**config.mk**
```make
export PLATFORM = sky130hd
export DESIGN_NAME = multi_vending_machine
export DESIGN_NICKNAME = d
export VERILOG_FILES = /design/src/rtl/multi_vending_machine.sv
export SDC_FILE = /design/constraint.sdc
export NUM_CORES = 1
export LEC_CHECK = 0
export ABC_AREA = 1
export BUFFER_PORTS_ARGS = -buffer_cell sky130_fd_sc_hd__buf_2
export CORE_MARGIN = 8
export CORE_UTILIZATION = 55
export CTS_BUF_LIST = sky130_fd_sc_hd__clkbuf_8
export CTS_CLUSTER_DIAMETER = 50
export DETAILED_ROUTE_END_ITERATION = 6
export PLACE_DENSITY = 0.77
export RECOVER_POWER = 100
export SYNTH_ARGS = -nofsm -noshare
export SYNTH_HDL_FRONTEND = slang
export SYNTH_SLANG_ARGS = --single-unit
```
**constraint.sdc**
```tcl
create_clock -name clock -period 6.84 [get_ports clock]
set_input_delay 1.026 -clock clock [delete_from_list [all_inputs] [get_ports clock]]
set_output_delay 1.026 -clock clock [all_outputs]
set_load 0.1 [all_outputs]
```
**src/rtl/multi_vending_machine.sv**
```systemverilog
// Multi-product vending machine: edge-detected coin collection, lowest-index product
// selection, one-cycle vend and change-return states. Optional macro: MULTI_VEND_EN.
module multi_vending_machine #(
    parameter int                                NUM_PRODUCTS = 4,
    parameter int                                CREDIT_W     = 9,
    parameter logic [NUM_PRODUCTS*CREDIT_W-1:0]  PRICES       = {9'd125, 9'd75, 9'd100, 9'd50},
    parameter int                                MAX_CREDIT   = 300
) (
    input  logic                    clock,
    input  logic                    reset,
    input  logic [2:0]              coins,
    input  logic [NUM_PRODUCTS-1:0] sel,
    input  logic                    cancel,
    output logic [NUM_PRODUCTS-1:0] dispense,
    output logic [CREDIT_W-1:0]     change,
    output logic                    change_valid,
    output logic                    coin_reject,
    output logic [CREDIT_W-1:0]     credit,
    output logic [1:0]              state
);

    typedef enum logic [1:0] {
        IDLE    = 2'd0,
        COLLECT = 2'd1,
        VEND    = 2'd2,
        RETURN  = 2'd3
    } state_t;

    localparam int SUM_W = CREDIT_W + 1;

    state_t                  state_q, state_d;
    logic [CREDIT_W-1:0]     credit_q, credit_d;
    logic [NUM_PRODUCTS-1:0] dispense_q, dispense_d;
    logic [CREDIT_W-1:0]     change_q, change_d;
    logic                    changeValid_q, changeValid_d;
    logic                    coinReject_q, coinReject_d;
    logic [2:0]              coinPrev_q;
    logic [NUM_PRODUCTS-1:0] selPrev_q;

    logic                    coinEdge, selEdge, coinValid, coinFits, coinAccept;
    logic [CREDIT_W-1:0]     coinValue, creditSum, selPrice;
    logic [SUM_W-1:0]        sumWide;
    logic [NUM_PRODUCTS-1:0] selOneHot;

    assign coinEdge = (coins != 3'b000) && (coinPrev_q == 3'b000);
    assign selEdge  = (sel != '0) && (selPrev_q == '0);
    assign sumWide  = {1'b0, credit_q} + {1'b0, coinValue};
    assign coinFits = (sumWide <= SUM_W'(MAX_CREDIT));

    always_comb begin
        coinValid = 1'b1;
        coinValue = '0;
        case (coins)
            3'b001:  coinValue = CREDIT_W'(5);
            3'b010:  coinValue = CREDIT_W'(10);
            3'b011:  coinValue = CREDIT_W'(25);
            3'b100:  coinValue = CREDIT_W'(50);
            3'b101:  coinValue = CREDIT_W'(100);
            default: coinValid = 1'b0;
        endcase
    end

    // Scanning downward leaves the lowest set select bit as the winner.
    always_comb begin
        selOneHot = '0;
        selPrice  = '0;
        for (int k = NUM_PRODUCTS - 1; k >= 0; k--) begin
            if (sel[k]) begin
                selOneHot    = '0;
                selOneHot[k] = 1'b1;
                selPrice     = PRICES[k*CREDIT_W +: CREDIT_W];
            end
        end
    end

    always_comb begin
        state_d       = state_q;
        credit_d      = credit_q;
        dispense_d    = '0;
        change_d      = '0;
        changeValid_d = 1'b0;
        coinReject_d  = 1'b0;
        coinAccept    = 1'b0;
        creditSum     = credit_q;
        case (state_q)
            IDLE, COLLECT: begin
                if (coinEdge) begin
                    if (coinValid && coinFits) coinAccept = 1'b1;
                    else                       coinReject_d = 1'b1;
                end
                if (coinAccept) creditSum = sumWide[CREDIT_W-1:0];
                if (state_q == IDLE) begin
                    credit_d = creditSum;
                    if (coinAccept) state_d = COLLECT;
                end else if (cancel) begin
                    state_d       = RETURN;
                    change_d      = creditSum;
                    changeValid_d = 1'b1;
                    credit_d      = '0;
                end else if (selEdge && (credit_q >= selPrice)) begin
                    state_d    = VEND;
                    dispense_d = selOneHot;
                    credit_d   = creditSum - selPrice;
                end else begin
                    credit_d = creditSum;
                end
            end
            VEND: begin
                coinReject_d = coinEdge;
                if (credit_q == '0) begin
                    state_d = IDLE;
                end else begin
`ifdef MULTI_VEND_EN
                    state_d = COLLECT;
`else
                    state_d       = RETURN;
                    change_d      = credit_q;
                    changeValid_d = 1'b1;
                    credit_d      = '0;
`endif
                end
            end
            RETURN: begin
                coinReject_d = coinEdge;
                state_d      = IDLE;
            end
            default: state_d = IDLE;
        endcase
    end

    // Edge history always tracks the raw inputs so held codes count only once.
    always_ff @(posedge clock) begin
        if (reset) begin
            state_q       <= IDLE;
            credit_q      <= '0;
            dispense_q    <= '0;
            change_q      <= '0;
            changeValid_q <= 1'b0;
            coinReject_q  <= 1'b0;
            coinPrev_q    <= 3'b000;
            selPrev_q     <= '0;
        end else begin
            state_q       <= state_d;
            credit_q      <= credit_d;
            dispense_q    <= dispense_d;
            change_q      <= change_d;
            changeValid_q <= changeValid_d;
            coinReject_q  <= coinReject_d;
            coinPrev_q    <= coins;
            selPrev_q     <= sel;
        end
    end

    assign dispense     = dispense_q;
    assign change       = change_q;
    assign change_valid = changeValid_q;
    assign coin_reject  = coinReject_q;
    assign credit       = credit_q;
    assign state        = state_q;

endmodule

```
==> results of run 1 <==
[kinds of logic after synthesis]
family                     Yosys count  synth area share, %
AOI/OAI and AO/OA                   68                 14.8
xor gates and xnor gates             4                 1.39
adders and majority gates           25                 13.0
buffers and inverters               67                 10.3
DFF                                 33                 26.2
and+or+nand+nor                    198                 34.3
[through the flow]
stage	hold WS, ns	setup WS (ns)
final	0.558	1.18
after global routing	0.588	0.745
after CTS	0.559	1.50
after detailed placement	0.548	1.22
after global placement	0.532	1.41
after floorplan	0.625	1.90
[cells in the final DEF, fill, tap and decap left out, drive strengths merged, types with 2 or more instances in the layout]
| cell type | count |
|---|---|
| inv | 62 |
| o211ai | 3 |
| ha | 23 |
| fa | 2 |
| clkinv | 2 |
| dfxtp | 33 |
| and3 | 2 |
| o21ai | 26 |
| nor2 | 48 |
| nand3 | 20 |
| buf | 6 |
| nand3b | 2 |
| a21oi | 33 |
| a211oi | 2 |
| clkbuf | 34 |
| nand2 | 107 |
| xnor2 | 3 |
| nand4 | 12 |
| nor3 | 3 |
[path summary, 6_finish.rpt]
check             depth (start not counted)  slack (ns)                   start                     end
setup reg to reg                         26        2.35  credit[0]$_SDFFE_PP0P_  credit[6]$_SDFFE_PP0P_
hold reg to reg                           2        0.56  credit[0]$_SDFFE_PP0P_  credit[0]$_SDFFE_PP0P_
hold / removal                            2        0.56  credit[0]$_SDFFE_PP0P_  credit[0]$_SDFFE_PP0P_
setup / recovery                         30        1.18                coins[1]  credit[6]$_SDFFE_PP0P_
[flip-flops by register name, summed over array words and instances (netlist names)]
signal and cells:
change 9, credit 9, dispense 4, selPrev_q 4
coinPrev_q 3, state 2, change_valid 1, coin_reject 1
[cell usage after synthesis (2+ instances only)]
library cell,count,area [um2]
nand3_2,2,20.0
nand3b_1,2,15.0
a21oi_2,2,17.5
clkbuf_1,3,11.3
fa_1,2,40.0
nor2_1,47,176
o21ai_1,8,40.0
inv_1,60,225
inv_2,2,7.51
nand3_1,17,85.1
nand2_4,2,22.5
nor3_1,3,15.0
nand2_1,105,394
dfxtp_1,33,661
a21oi_1,31,155
o21ai_0,17,85.1
nand4_1,12,75.1
a211oi_1,2,15.0
and3_1,2,12.5
o211ai_1,3,22.5
ha_1,23,288
xnor2_1,3,26.3
[layout make-up]
class	instances	area (um2)	area share, %
well taps	52	65.1	2.34
repair buffers	35	139	5.00
clock inverters	3	17.5	0.631
clock buffers	5	68.8	2.48
inverters	62	233	8.39
multi-input cells	295	1590	57.3
flip-flops and latches	33	661	23.8
[where the power goes]
group	leakage, nW	switching [W]	internal [W]
Combinational	1.08	0.000188	0.0000692
Clock	0.0439	0.0000769	0.0000701
Sequential	0.269	0.0000158	0.000203
[per-layer routing]
metal,track usage [%],wire length (um)
met5,0,0
met4,6.28,136
met3,4.69,692
met2,30.4,2970
met1,25.0,2970
[worst register-to-register path, delay by kind of cell, from the launching register on]
family / cells / cell delay [ns]
adder cells (fa/ha/maj): 4 / 1.31
XOR/XNOR: 1 / 0.17
flip-flops: 1 / 0.43
AND/OR/NAND/NOR: 12 / 1.45
AO/OA/AOI/OAI: 5 / 0.70
buffers and inverters: 4 / 0.26
==> results.cfg, run 1 <==
[min_path]
hold_path.class = reg2reg

[floorplanning]
die_y_um = 83.7
core_area_um2 = 4380
initial_core_util_pct = 57.6
rows = 24
die_w_um = 83.7
num_io_pins = 36
dieArea_um2 = 7010

[sta]
maxSlewHeadroom_pct = 15.9
finalCritPeriodShare_pct = 82.7
worst_slew_pin_slew_ns = 1.26
tns_ns = 0
slew_viol_final = 0
hold_viol_final = 0
fin_worst_skew_ns = 0.0129
setup_violations = 0
max_freq_mhz = 177
grt_setup_unrepaired = no
fin_crit_ns = 5.66

[pwr]
powerDensity_nw_per_um2 = 224
power.total_w = 0.000623
leakage_nw = 1.39
peakVddDrop_v = 0.000132

[finish]
n_antenna_cell = 0
fin_cells = 485
nNetsFinal = 467
fillers = 442
syn_to_final_growth_pct = 9.97
final_util_pct = 63.3
fin_area_um2 = 2780
drive_above_1_share_pct = 5.54

[job]
cap_violations = 0

[logic_synthesis]
ys_types = 36
netlist_instances = 395
synth_seq_cells = 33
synth_edf_count = 0
seq_area_frac_synth_pct = 26.2
synth_fp_nets = 430
avgSynthCellArea_um2 = 6.39
synthFlopType = dfxtp_1
synth_area_um2 = 2520
async_flop_share_pct = 0
ys_warn_count = 0

[setup_path]
worst_setup_path_start_kind = primary input
cp-end-kind = register
cp_top_family = adder cells
critPathSlowestCell = fa_1
crit_fanout = 19
required_ns = 6.97
arrival_ns = 5.79
criticalPathCategory = in2reg
critical_path.max_stage_delay_ns = 0.43
worst-path-buf-inv = 6

[cts]
cts_tree = done
cts_buffers = 5
cts_setup_buffers = 0
hold_buffers = 0
clock_latency_ns = 0.30
cts-root-buf = clkbuf_8
cts.clk_slew.worst_paths_ns = 0.08
cts_resized = 0
htree_num_levels = 2
clock-sinks = 33
clockBufferDepth = 2

[place]
port_buffers = 35
gp_congestion = 0.966
placed_area_um2 = 2740
dp.cells = 477
dp_hpwl_um = 5220

[routing]
post_drt_wl_per_cell_um = 14.0
drt_iter0_markers = 217
first_pass_iters = 5
ant_nets = 0
vias = 2680
viasPerCell = 5.53
wl_um = 6770
drcViolationCount = 0

[grt]
grt_max_degree = 29
gr-total-overflow = 0
antenna_found_initial = 0
grt_first_pass_wirelength_um = 11400
grt_usage_pct = 19.3
grt_pass1_vias = 2466

[status]
outcome = complete, no violations
(Power assumes the default switching activity.)
==> run 2: changes to the inputs <==
CORE_UTILIZATION = 54   (was 55)
PLACE_DENSITY = 0.79   (was 0.77)
clock period = 4.7 ns   (was 6.84 ns; I/O delays follow)
==> run 2 against run 1 <==
Clock skew is 0.0044 ns lower; register-to-register slack worse by 1.6 ns; clock power rose by 89%; largest cell class unchanged; critical path type unchanged; cell area is 10% higher; critical endpoint is now credit[8]$_SDFFE_PP0P_; die area is 1.5% higher; sequential power grew 45%; first-iteration DRC count increased by 22%.
==> results.cfg, run 2 (synthesized netlist as in run 1, its figures left out) <==
[pwr]
pwr-share-comb_pct = 41.9
peakVddDrop_v = 0.000155
leakage_nw = 1.55
clock_power_share_pct = 27.1
p_int_w = 0.000601
switching_power_w = 0.000425
swShare_pct = 41.5
power.total_w = 0.00103
power_frac_seq_pct = 31.0
powerDensity_nw_per_um2 = 336

[setup_path]
crit_fanout = 7
r2r-start = credit[0]$_SDFFE_PP0P_
cp-end-kind = register
ff2ff_path_depth = 29
critical_path.max_stage_delay_ns = 0.35
r2r_slack_ns = 0.74
r2r-end = credit[8]$_SDFFE_PP0P_
worst_setup_path_start_kind = primary input
criticalPathCategory = in2reg
required_ns = 4.92
critPathSlowestCell = ha_1
cpMostUsedCell = nand2_1
startpoint = coins[1]
arrival_ns = 4.72

[place]
dp_hpwl_um = 5640
gp_congestion = 0.957
port_buffers = 35
dp_worst_setup_slack_ns = -0.234

[finish]
multi_input_area_um2 = 1650
register_area_um2 = 661
drive_above_1_share_pct = 14.0
syn_to_final_growth_pct = 20.9
n_antenna_cell = 0
final_cell_mix = nand2_1, inv_1, nor2_1, dfxtp_1, a21oi_1
nNetsFinal = 492
final_common_cell = nand2_1
fillers = 398

[floorplanning]
die_y_um = 84.4
initial_core_util_pct = 54.5
core_area_um2 = 4630
rows = 25
die_w_um = 84.4
dieArea_um2 = 7120
num_io_pins = 36

[min_path]
whs_path_depth = 2
hold_path.class = reg2reg
hold_path_end = credit[0]$_SDFFE_PP0P_
hp-start = credit[0]$_SDFFE_PP0P_

[cts]
hold_buffers = 0
clock-sinks = 33
htree_num_levels = 2
cts_tree = done
clockBufferDepth = 2
clock_latency_ns = 0.29
cts-root-buf = clkbuf_8
cts_buffers = 5
cts.clk_slew.worst_paths_ns = 0.07

[routing]
viasPerCell = 5.46
ant_nets = 0
post_drt_wl_per_cell_um = 14.5
first_pass_iters = 5
vias = 2798
drt_iter0_markers = 264
drcViolationCount = 0
wl_um = 7420

[sta]
worst_slack_ns = 0.199
fin_crit_ns = 4.50
worst_slew_pin_slew_ns = 1.18
finalCritPeriodShare_pct = 95.8
setup_violations = 0
maxSlewHeadroom_pct = 21.7
hold_viol_final = 0
max_freq_mhz = 222
fin_worst_skew_ns = 0.00849
slew_viol_final = 0

[grt]
gr-total-overflow = 0
grt_pass1_vias = 2602
grt_first_pass_wirelength_um = 12000
antenna_found_initial = 0
grt_usage_pct = 20.9
grt_max_degree = 29

[status]
outcome = complete, no violations

[job]
cap_violations = 0
==> run 2: area by class of cell <==
type	count	share of cell area [%]
Sequential cell	33	21.6
Multi-Input combinational cell	295	53.9
Clock buffer	6	2.71
Timing Repair Buffer	60	10.8
Inverter	62	7.63
Clock inverter	2	1.11
Tap cell	54	2.21
==> run 2: how the worst max path moves through the flow <==
stage | to | cells past startpoint | slack [ns]
2_1_floorplan | credit[6]$_SDFFE_PP0P_ | 31 | 0.08
3_3_place_gp | credit[6]$_SDFFE_PP0P_ | 32 | -0.08
3_5_place_dp | credit[6]$_SDFFE_PP0P_ | 33 | -0.23
4_1_cts | credit[6]$_SDFFE_PP0P_ | 32 | 0.06
5_1_grt | credit[6]$_SDFFE_PP0P_ | 33 | -0.04
6_report | credit[8]$_SDFFE_PP0P_ | 33 | 0.20
==> run 2: metal layers <==
metal / wire (um) / vias up / track usage, %
met1: 3130 / 1266 / 24.6
met3: 603 / 17 / 4.98
met2: 3500 / 108 / 35.2
met5: 0 / - / 0
met4: 180 / 0 / 8.90
li1: - / 1407 / -
==> run 2: timing repair <==
item,in CTS,in global routing
buffers inserted,0,1
endpoints found under the setup margin,0,5
resized for setup,0,14
hold endpoints to repair,0,0
==> run 2: per-stage QoR <==
stage	cell area [um2]	setup TNS, ns	hold WS [ns]	utilization (%)	cells
6_report	3050	0	0.582	65.9	512
5_1_grt	3050	-0.0605	0.622	65.9	512
4_1_cts	3040	0	0.581	65.6	511
3_5_place_dp	2920	-0.750	0.570	63.1	503
3_3_place_gp	2920	-0.178	0.553	63.1	503
2_1_floorplan	2520	0	0.625	-	395
==> run 2: worst max-delay path, delay by kind of cell <==
kind / cells / cell delay (ns)
AO/OA/AOI/OAI: 6 / 0.84
AND/OR/NAND/NOR: 17 / 1.42
buffers and inverters: 6 / 0.65
adder cells (fa/ha/maj): 4 / 1.10
==> run 2: power groups by stage <==
| stage | registers (W) | clock network [W] | logic, W |
|---|---|---|---|
| 2_1_floorplan | 0.000403 | 0 | 0.000221 |
| 3_3_place_gp | 0.000323 | 0 | 0.000404 |
| 3_5_place_dp | 0.000324 | 0 | 0.000411 |
| 4_1_cts | 0.000317 | 0.000281 | 0.000416 |
| 5_1_grt | 0.000320 | 0.000297 | 0.000471 |
| 6_report | 0.000318 | 0.000278 | 0.000430 |
